**config.mk**
```make
export PLATFORM = sky130hd
export DESIGN_NAME = tx_serializer
export DESIGN_NICKNAME = d
export VERILOG_FILES = /design/src/rtl/tx_serializer.sv
export SDC_FILE = /design/constraint.sdc
export NUM_CORES = 1
export LEC_CHECK = 0
export ABC_CLOCK_PERIOD_IN_PS = 1300
export CORE_UTILIZATION = 38
export CTS_BUF_LIST = sky130_fd_sc_hd__clkbuf_8 sky130_fd_sc_hd__clkbuf_16
export DETAILED_ROUTE_END_ITERATION = 16
export GPL_TIMING_DRIVEN = 0
export PLACE_DENSITY = 0.76
export SLEW_MARGIN = 20
export SYNTH_ARGS = -nofsm -noshare
export SYNTH_HDL_FRONTEND = slang
export SYNTH_SLANG_ARGS = --single-unit
```
**constraint.sdc**
```tcl
create_clock -name clk -period 1.3 [get_ports clk]
set_input_delay 0.325 -clock clk [delete_from_list [all_inputs] [get_ports clk]]
set_output_delay 0.325 -clock clk [all_outputs]
set_load 0.03 [all_outputs]
```
**src/rtl/tx_serializer.sv**
```systemverilog
// Two-source message serializer: START word, LSB-first header, payload, optional parity.
// Define TX_PARITY_EN to append a parity cycle carrying the XOR of all payload words.
`ifndef TX_CMD_BITS
`define TX_CMD_BITS 2
`endif

module tx_serializer #(
   parameter int IO_BITS        = 2,
   parameter int PAYLOAD_CYCLES = 8
) (
   input  logic                              clk,
   input  logic                              reset,
   input  logic                              pf_command_valid,
   input  logic [`TX_CMD_BITS-1:0]           pf_command,
   output logic                              pf_command_started,
   input  logic [IO_BITS-1:0]                pf_data,
   input  logic                              ex_command_valid,
   input  logic [`TX_CMD_BITS-1:0]           ex_command,
   output logic                              ex_command_started,
   input  logic [IO_BITS-1:0]                ex_data,
   input  logic                              tx_block,
   output logic                              tx_active,
   output logic                              tx_owner_pf,
   output logic                              tx_data_next,
   output logic [$clog2(PAYLOAD_CYCLES):0]   tx_counter,
   output logic                              tx_done,
   output logic [IO_BITS-1:0]                tx_pins
);

   localparam int CMD_W = `TX_CMD_BITS;
   localparam int H     = CMD_W / IO_BITS;
   localparam int CW    = $clog2(PAYLOAD_CYCLES) + 1;
   localparam int HW    = (H > 1) ? $clog2(H) : 1;

   typedef enum logic [2:0] {
      S_IDLE, S_START, S_HEADER, S_PAYLOAD, S_PARITY
   } state_t;

   state_t              state_q, state_d;
   logic                owner_q, owner_d;
   logic [CMD_W-1:0]    hdr_q, hdr_d;
   logic [HW-1:0]       hcnt_q, hcnt_d;
   logic [CW-1:0]       cnt_q, cnt_d;
   logic [IO_BITS-1:0]  pins_q, pins_d;
   logic [IO_BITS-1:0]  word;
   logic                pf_start, ex_start;
   logic                last_pay;
`ifdef TX_PARITY_EN
   logic [IO_BITS-1:0]  par_q, par_d;
`endif

   assign word     = owner_q ? pf_data : ex_data;
   assign last_pay = (cnt_q == CW'(PAYLOAD_CYCLES - 1));

   always_comb begin
      state_d  = state_q;
      owner_d  = owner_q;
      hdr_d    = hdr_q;
      hcnt_d   = hcnt_q;
      cnt_d    = cnt_q;
      pins_d   = '0;
      pf_start = 1'b0;
      ex_start = 1'b0;
`ifdef TX_PARITY_EN
      par_d    = par_q;
`endif
      case (state_q)
         S_IDLE: begin
            // ex has priority; the header is latched now so the source may change it afterwards
            if (!tx_block && (ex_command_valid || pf_command_valid)) begin
               state_d  = S_START;
               owner_d  = !ex_command_valid;
               hdr_d    = ex_command_valid ? ex_command : pf_command;
               ex_start = ex_command_valid;
               pf_start = !ex_command_valid;
            end
         end
         S_START: begin
            pins_d  = IO_BITS'(1);
            hcnt_d  = '0;
            cnt_d   = '0;
            state_d = S_HEADER;
`ifdef TX_PARITY_EN
            par_d   = '0;
`endif
         end
         S_HEADER: begin
            pins_d = hdr_q[IO_BITS-1:0];
            hdr_d  = hdr_q >> IO_BITS;
            if (hcnt_q == HW'(H - 1)) state_d = S_PAYLOAD;
            else                      hcnt_d  = hcnt_q + 1'b1;
         end
         S_PAYLOAD: begin
            pins_d = word;
`ifdef TX_PARITY_EN
            par_d  = par_q ^ word;
`endif
            if (last_pay) begin
               cnt_d = '0;
`ifdef TX_PARITY_EN
               state_d = S_PARITY;
`else
               state_d = S_IDLE;
`endif
            end else begin
               cnt_d = cnt_q + 1'b1;
            end
         end
`ifdef TX_PARITY_EN
         S_PARITY: begin
            pins_d  = par_q;
            state_d = S_IDLE;
         end
`endif
         default: state_d = S_IDLE;
      endcase
   end

   always_ff @(posedge clk) begin
      if (reset) begin
         state_q <= S_IDLE;
         owner_q <= 1'b0;
         hdr_q   <= '0;
         hcnt_q  <= '0;
         cnt_q   <= '0;
         pins_q  <= '0;
`ifdef TX_PARITY_EN
         par_q   <= '0;
`endif
      end else begin
         state_q <= state_d;
         owner_q <= owner_d;
         hdr_q   <= hdr_d;
         hcnt_q  <= hcnt_d;
         cnt_q   <= cnt_d;
         pins_q  <= pins_d;
`ifdef TX_PARITY_EN
         par_q   <= par_d;
`endif
      end
   end

   assign pf_command_started = pf_start & ~reset;
   assign ex_command_started = ex_start & ~reset;
   assign tx_active          = (state_q != S_IDLE);
   assign tx_owner_pf        = owner_q & tx_active;
   assign tx_data_next       = (state_q == S_PAYLOAD);
   assign tx_pins            = pins_q;

   always_comb begin
      tx_counter = '0;
      if (state_q == S_PAYLOAD)     tx_counter = cnt_q;
      else if (state_q == S_PARITY) tx_counter = CW'(PAYLOAD_CYCLES);
   end

`ifdef TX_PARITY_EN
   assign tx_done = (state_q == S_PARITY);
`else
   assign tx_done = (state_q == S_PAYLOAD) && last_pay;
`endif

endmodule

```
# Word level (Yosys, flattened, before mapping)
# Cells that the tools add are included.
[totals] ff_bits=13 in_bits=13 output_inout_bits=12 wordCells=52
[op_classes] addsub=2 eq_ne=8 muxes=19 n_bitwise=4 reduce_logical=13
[ops] operator="2-to-1 mux 4 bit" n=3
[ops] operator="case mux 3 bit (4 select lines)" n=1
[ops] operator="2-to-1 mux 3 bit" n=3
[ops] operator="case mux 4 bit (2 select lines)" n=1
[ops] operator="== test 3 x 2 -> 1 bit (second input constant)" n=2
[ops] operator="2-to-1 mux 2 bit" n=3
[ops] operator="case mux 2 bit (3 select lines)" n=1
[ops] operator="nonzero test 2 bit" n=3
[ops] operator="2-to-1 mux 1 bit" n=5
[ops] operator="adder 4 x 1 -> 4 bit (second input constant)" n=1
[ops] operator="== test 4 x 3 -> 1 bit (second input constant)" n=1
[ops] operator="inequality test 2 bit (second input constant)" n=2
[ops] operator="case mux 2 bit (2 select lines)" n=1
[ops] operator="AND reduction 2 bit" n=2
[ops] operator="bitwise AND 1 bit" n=3
[ops] operator="== test 3 x 1 -> 1 bit (second input constant)" n=1
[ops] operator="== test 3 bit (second input constant)" n=1
[ops] operator="zero test 3 bit" n=1
[ops] operator="AND reduction 3 bit" n=1
[ops] operator="nonzero test 3 bit" n=1
[ops] operator="logical AND 1 bit" n=2
[ops] operator="zero test 1 bit" n=2
[ops] operator="inequality test 2 x 1 -> 1 bit (second input constant)" n=1
[ops] operator="case mux 1 bit (2 select lines)" n=1
[ops] operator="3 further kinds" n=3

# Depth between registers and ports, before layout
# Gate-level depths: netlist of run 1.
[logic_depth] word_depth=5 depth_mapped=7 depth_no_buf=6

# Worst setup path after synthesis of run 1
# OpenSTA, ideal clock, no wires.
[synth_path] path_kind="reg2out" startpoint="register state_q[0]" endpoint="output port tx_done" arrival_time_ps=1527 required_ps=975 slack_ps=-552 stages_incl_launch_ff=4 path_buffers=0 cell_sequence="dfxtp_1 -> ha_1 -> and2_1 -> and3b_1"
[synth_between] elab_chain_cells=2
[synth_rtl] element="start, declared" line="39" text="state_t state_q, state_d;"
[synth_rtl] element="start signal, assigned" line="131" text="state_q <= state_d;"
[synth_rtl] element="== test 3 x 2 -> 1 bit"
[synth_rtl] element="net tx_data_next" line="24" text="output logic tx_data_next,"
[synth_rtl] element="logical AND 1 bit" line="159" text="assign tx_done = (state_q == S_PAYLOAD) && last_pay;"
[synth_rtl] element="end, declared" line="26" text="output logic tx_done,"
# The timed path passes the listed nets, and every way through them passes these cells.

# Worst setup path in the final report of run 1
[layout_path] startpoint="register state_q[1]" endpoint="output port tx_done"
[layout_between] elab_chain_cells=2
[layout_rtl] element="== test 3 x 2 -> 1 bit" line="159"
[layout_rtl] element="logical AND 1 bit" line="159"
# No other way between the ends.

==> flow_summary.json, run 1 <==
{
  "rsz0062_at_grt": "yes",
  "clock_sinks": 11,
  "grt_busiest_layer": "met2",
  "met2_usage_pct": 31.9,
  "vias": 671,
  "n_antenna_cell": 0,
  "synth_area_sq_um": 668,
  "final.fill_count": 117,
  "synthCells": 72,
  "holdWs_ns": 0.323,
  "slew_viol_final": 0,
  "via_per_inst": 5.33,
  "grt_usage_pct": 19.9,
  "synth-seq-area-share_pct": 33.0,
  "worstPathArrival_ns": 1.27,
  "hold_violations": 0,
  "status": "complete, but fails checks",
  "wl_per_cell_microns": 15.0,
  "num_rows": 14,
  "synthesis.nets": 90,
  "fmax_ghz": 0.627,
  "tns_ns": -2.45,
  "final_common_cell": "buf_4",
  "hp-class": "in -> reg",
  "dieArea_sq_um": 1930,
  "yosys.area.top_type": "dfxtp_1",
  "dp_cells": 111,
  "cts_buffer_depth": 2,
  "final_cells": 126,
  "start_util_pct": 42.4,
  "fin_crit_ns": 1.60,
  "die_h_microns": 43.9,
  "fin_area_sq_um": 1180,
  "cp-start-kind": "flip-flop",
  "synth_top_area_share_pct": 33.0,
  "final_util_pct": 74.6,
  "cp-end-kind": "output pin",
  "p_total_mw": 1.18,
  "ant_nets": 0,
  "critical_path_class": "reg -> out",
  "clk_pin_slew_ns": 0.05,
  "fin_crit_sh_pct": 123,
  "grt_pass1_wl_microns": 2660,
  "tightest_slew_ns": 0.298,
  "nNetsFinal": 129,
  "antenna_found_initial": 0,
  "multi_input_area_sq_um": 504,
  "peakVddDrop_mv": 0.876,
  "use_met3_pct": 7.50,
  "grt_max_degree": 11,
  "layout-drive-gt1-share_pct": 48.2,
  "die_w_microns": 43.9,
  "core_sq_um": 1580,
  "relSlewSlack_pct": 80.2,
  "synth_cell_type_count": 27,
  "drt_iter0_drc": 11,
  "grt_pass1_vias": 577,
  "leakage_nw": 0.491,
  "postCtsHoldBufs": 0,
  "ys_ff_latch": 11,
  "cts_tree": "yes",
  "clock_latency_ns": 0.24,
  "regArea_sq_um": 229,
  "gp_congestion": 0.756,
  "grtUsageMet1_pct": 22.8,
  "pin_count": 25,
  "io_buffers": 23,
  "fin_ws_ns": -0.295,
  "dr.pass1.iters": 6,
  "place_area_sq_um": 996,
  "yosysWarningCount": 0,
  "cts-buffers-inserted": 3,
  "cp.required_ns": 0.98,
  "power_density_nw_per_um2": 1010,
  "cap_violations": 0,
  "hpwl_microns": 1140,
  "wirelength_microns": 1890,
  "path_max_fanout": 5,
  "yosys-top-cells-area": "dfxtp_1 (33%), ha_1 (9.4%), mux2i_1 (6.0%)",
  "finalSetupViolCount": 14,
  "drc": 0,
  "violations": "setup timing",
  "preCtsSetupSlack_ns": -0.961,
  "syn_to_final_growth_pct": 76.0,
  "final_cell_mix": "buf_4 (14), buf_6 (9), dfxtp_1 (8), clkdlybuf4s50_1 (8), a21oi_1 (6)",
  "clockRootBuffer": "clkbuf_8",
  "skew_ns": 0.00197,
  "overflow": 0,
  "ctsHtreeMaxLevel": 1,
  "avgSynthCellArea_sq_um": 9.28
}
-- sequential cells by signal (all words and copies together), names as in the netlist --
signal and flops:
state_q 2, cnt_q 4, hdr_q 2, owner_q 1
tx_pins 2
-- logic make-up (layout without fill, tap and decap cells) --
group | Yosys count | count (layout) | share of synthesized area (%)
and+or+nand+nor | 28 | 28 | 24.3
AOI/OAI and AO/OA | 15 | 15 | 15.9
buffers and inverters | 7 | 45 | 8.05
muxes | 6 | 6 | 9.36
adders and majority gates | 5 | 5 | 9.36
DFF | 11 | 11 | 33.0
-- cells in the mapped netlist --
| master | number |
|---|---|
| a21oi_1 | 7 |
| a221oi_1 | 1 |
| a22oi_1 | 2 |
| a2bb2oi_1 | 1 |
| a311oi_1 | 1 |
| and2_1 | 4 |
| and3b_1 | 1 |
| buf_6 | 1 |
| clkbuf_1 | 1 |
| clkbuf_8 | 2 |
| dfxtp_1 | 11 |
| ha_1 | 5 |
| inv_1 | 3 |
| mux2_2 | 2 |
| mux2i_1 | 4 |
| nand2_1 | 3 |
| nand2_4 | 1 |
| nand3_1 | 2 |
| nand3b_1 | 3 |
| nor2_1 | 5 |
| nor2b_1 | 2 |
| nor3_1 | 3 |
| nor3b_1 | 2 |
| o21ai_0 | 1 |
| o21ba_4 | 1 |
| o2bb2ai_1 | 1 |
| or3_1 | 2 |
-- what timing repair did --
action	4_1_cts	5_1_grt
gates resized for setup	73	14
setup buffers	6	6
pin swaps	4	6
endpoints found under the setup margin	16	15
-- final timing paths --
check | start | end | slack (ns) | depth (start not counted)
min reg2reg | hdr_q[0] | hdr_q[0] | 0.47 | 2
max reg2reg | state_q[1] | state_q[0] | -0.09 | 7
min | ex_command_valid | owner_q | 0.32 | 2
max | state_q[1] | tx_done | -0.30 | 4
-- cell type report --
cell class / instances / share of cell area (%)
Clock inverter: 1 / 0.319
Sequential cell: 11 / 19.5
Timing Repair Buffer: 35 / 27.1
Buffer: 3 / 3.30
Inverter: 3 / 1.70
Multi-Input combinational cell: 54 / 42.9
Clock buffer: 3 / 3.51
Tap cell: 16 / 1.70
-- report_power, final --
| part | total, mW | switching (mW) | internal [mW] |
|---|---|---|---|
| Combinational | 0.451 | 0.213 | 0.239 |
| Sequential | 0.389 | 0.0257 | 0.363 |
| Clock | 0.342 | 0.135 | 0.208 |
-- metal layers --
| layer | up-vias | part of all wire (%) |
|---|---|---|
| met3 | 7 | 5.2 |
| met1 | 312 | 40 |
| met2 | 19 | 52 |
| met5 | - | 0 |
| li1 | 333 | - |
| met4 | 0 | 2.8 |
-- critical path, cell delays in order, from the launching register on --
cell and delay [ns]:
dfxtp_4 0.36, ha_4 0.18, and2_4 0.16, and3b_2 0.19, buf_6 0.13
Power figures use the tool's default switching activity.
==> run 2, diff against run 1 <==
--- a/config.mk
+++ b/config.mk
@@ -5,12 +5,14 @@
 export SDC_FILE = /design/constraint.sdc
 export NUM_CORES = 1
 export LEC_CHECK = 0
+export ABC_AREA = 1
 export ABC_CLOCK_PERIOD_IN_PS = 1300
 export CORE_UTILIZATION = 38
 export CTS_BUF_LIST = sky130_fd_sc_hd__clkbuf_8 sky130_fd_sc_hd__clkbuf_16
 export DETAILED_ROUTE_END_ITERATION = 16
 export GPL_TIMING_DRIVEN = 0
 export PLACE_DENSITY = 0.76
+export RECOVER_POWER = 50
 export SLEW_MARGIN = 20
 export SYNTH_ARGS = -nofsm -noshare
 export SYNTH_HDL_FRONTEND = slang
==> flow_summary.json, run 2 <==
{
  "cp-end-kind": "output pin",
  "critPathMaxStageDelay_ns": 0.36,
  "ys_ff_latch": 11,
  "hold_violations": 0,
  "synth_top_flop_cell": "dfxtp_1",
  "cp.required_ns": 0.98,
  "swShare_pct": 32.3,
  "fin_ws_ns": -0.299,
  "clock_sinks": 11,
  "avgSynthCellArea_sq_um": 6.66,
  "antenna_found_initial": 0,
  "dr.pass1.iters": 4,
  "grt_usage_pct": 19.2,
  "skew_ns": 0.00327,
  "worstPathArrival_ns": 1.27,
  "ant_nets": 0,
  "peakVddDrop_mv": 0.679,
  "synthArstFlopShare_pct": 0,
  "leakage_nw": 0.597,
  "p_sw_mw": 0.342,
  "via_per_inst": 4.73,
  "cap_violations": 0,
  "start_util_pct": 42.6,
  "power_density_nw_per_um2": 881,
  "grt_pass1_wl_microns": 2650,
  "path_max_fanout": 5,
  "fin_crit_ns": 1.60,
  "synth_area_sq_um": 679,
  "synthesis.nets": 120,
  "p_comb_share_pct": 30.7,
  "nNetsFinal": 156,
  "final.fill_count": 110,
  "seqPwrFrac_pct": 35.8,
  "vias": 761,
  "largest_reg_flops": 4,
  "die_h_microns": 44.3,
  "cp-start-kind": "flip-flop",
  "gp_congestion": 0.786,
  "yosys-top-cells-area": "dfxtp_1 (32%), nand2_1 (15%), a21oi_1 (9.6%)",
  "dieArea_sq_um": 1960,
  "hpwl_microns": 1220,
  "final_common_cell": "nand2_1",
  "regMostFlops": "cnt_q",
  "synth_edf_count": 0,
  "wirelength_microns": 1840,
  "ctsHtreeMaxLevel": 1,
  "num_rows": 14,
  "synth_common_cells": "nand2_1 (28), a21oi_1 (13), inv_1 (13)",
  "syn_to_final_growth_pct": 77.0,
  "synth-seq-area-share_pct": 32.4,
  "drc": 0,
  "fin_crit_sh_pct": 123,
  "drt_iter0_drc": 20,
  "path_buf_inv": 2,
  "clk_pin_slew_ns": 0.05,
  "cts_tree": "yes",
  "clockRootBuffer": "clkbuf_8",
  "synth_cell_type_count": 17,
  "p_total_mw": 1.06,
  "yosysMostFrequentCell": "nand2_1",
  "finalSetupViolCount": 9,
  "synthCells": 102,
  "wl_per_cell_microns": 11.4,
  "layout-drive-gt1-share_pct": 40.1,
  "synth_top_area_share_pct": 32.4,
  "rsz0062_at_grt": "yes",
  "io_buffers": 24,
  "multi_input_area_sq_um": 493,
  "n_antenna_cell": 0,
  "cts_buffer_depth": 2,
  "core_sq_um": 1590,
  "final_cell_mix": "nand2_1 (24), a21oi_1 (13), clkdlybuf4s50_1 (9), buf_6 (9), inv_2 (8)",
  "p_int_mw": 0.718,
  "grt_max_degree": 9,
  "tns_ns": -1.66,
  "tightest_slew_ns": 0.302,
  "critPathTopFamily": "flip-flops",
  "clock_latency_ns": 0.25,
  "grt_pass1_vias": 609,
  "pwr-share-clk_pct": 33.5,
  "slew_viol_final": 0,
  "violations": "setup timing",
  "status": "complete, but fails checks",
  "final_util_pct": 75.4,
  "postCtsHoldBufs": 0,
  "critical_path_class": "reg -> out",
  "fmax_ghz": 0.625,
  "relSlewSlack_pct": 80.0,
  "overflow": 0,
  "cts-buffers-inserted": 3,
  "die_w_microns": 44.3,
  "pin_count": 25,
  "cp_slowest_cell": "dfxtp_4",
  "regArea_sq_um": 234,
  "yosys.area.top_type": "dfxtp_1",
  "crit_chain": "inv_4 > ha_4 > nand4_1 > nor2_4 > buf_6",
  "hp-class": "reg -> reg",
  "yosysWarningCount": 0
}
## run 2: cell types whose count changed in the layout (fill, tap and decap cells not counted), sizes merged, moves of 3 or more
cell	before	now
buf	23	17
mux2i	4	0
and2	4	0
a21oi	7	14
nand3b	3	0
inv	3	18
nand2	4	31
o21ai	1	5
nand3	2	7
## run 2: worst paths after layout
path | start | end | slack [ns] | cells after the start
max | state_q[0] | pf_command_started | -0.30 | 5
min | hdr_q[1] | tx_pins[1] | 0.48 | 2
max reg2reg | state_q[0] | state_q[0] | 0.07 | 7
min reg2reg | hdr_q[1] | tx_pins[1] | 0.48 | 2
## run 2: worst min-delay path, delay by kind of cell, from the launching register on
family / cells / cell delay [ns]
simple gates: 1 / 0.06
compound gates: 1 / 0.05
flops: 1 / 0.31
## run 2: power groups by stage
stage	Combinational, mW	Sequential, mW	Clock (mW)
CTS	0.308	0.379	0.354
floorplan	0.185	0.385	0
global route	0.350	0.381	0.375
global placement	0.273	0.385	0
finish	0.325	0.379	0.355
detailed placement	0.277	0.386	0
## run 2: cell families (layout without fill, tap and decap cells)
kind of cell | after synthesis | after routing | synth area share, %
AO/OA/AOI/OAI | 19 | 19 | 14.5
adder cells (fa/ha/maj) | 5 | 5 | 9.21
buffers and inverters | 19 | 54 | 10.7
flip-flops | 11 | 11 | 32.4
AND/OR/NAND/NOR | 48 | 48 | 33.1
## run 2: final cells by class
class	count	area share [%]
Clock inverter	1	0.312
Multi-Input combinational cell	72	41.0
Timing Repair Buffer	31	24.6
Tap cell	24	2.50
Inverter	17	5.93
Sequential cell	11	19.5
Buffer	2	2.81
Clock buffer	3	3.43
## run 2: per-layer routing
metal / track usage [%] / part of all wire [%] / vias up
li1: - / - / 397
met1: 24.8 / 45 / 341
met2: 30.0 / 50 / 17
met3: 4.90 / 3.9 / 6
met4: 9.09 / 1.7 / 0
met5: 0 / 0 / -
## run 2: repair_timing
item / in CTS / in global routing
pin swaps: 6 / 3
endpoints found under the setup margin: 19 / 9
buffers inserted: 6 / 1
hold endpoints to repair: 0 / 0
resized for setup: 93 / 7
## run 2: metrics by stage
stage / cells / hold slack (ns) / area [sq um] / worst slack (ns)
after floorplan: 102 / 0.434 / 743 / -0.0269
after global placement: 150 / 0.454 / 1010 / -1.05
after detailed placement: 150 / 0.458 / 1010 / -1.06
after CTS: 160 / 0.470 / 1170 / -0.288
after global routing: 161 / 0.496 / 1200 / -0.333
final: 161 / 0.477 / 1200 / -0.299
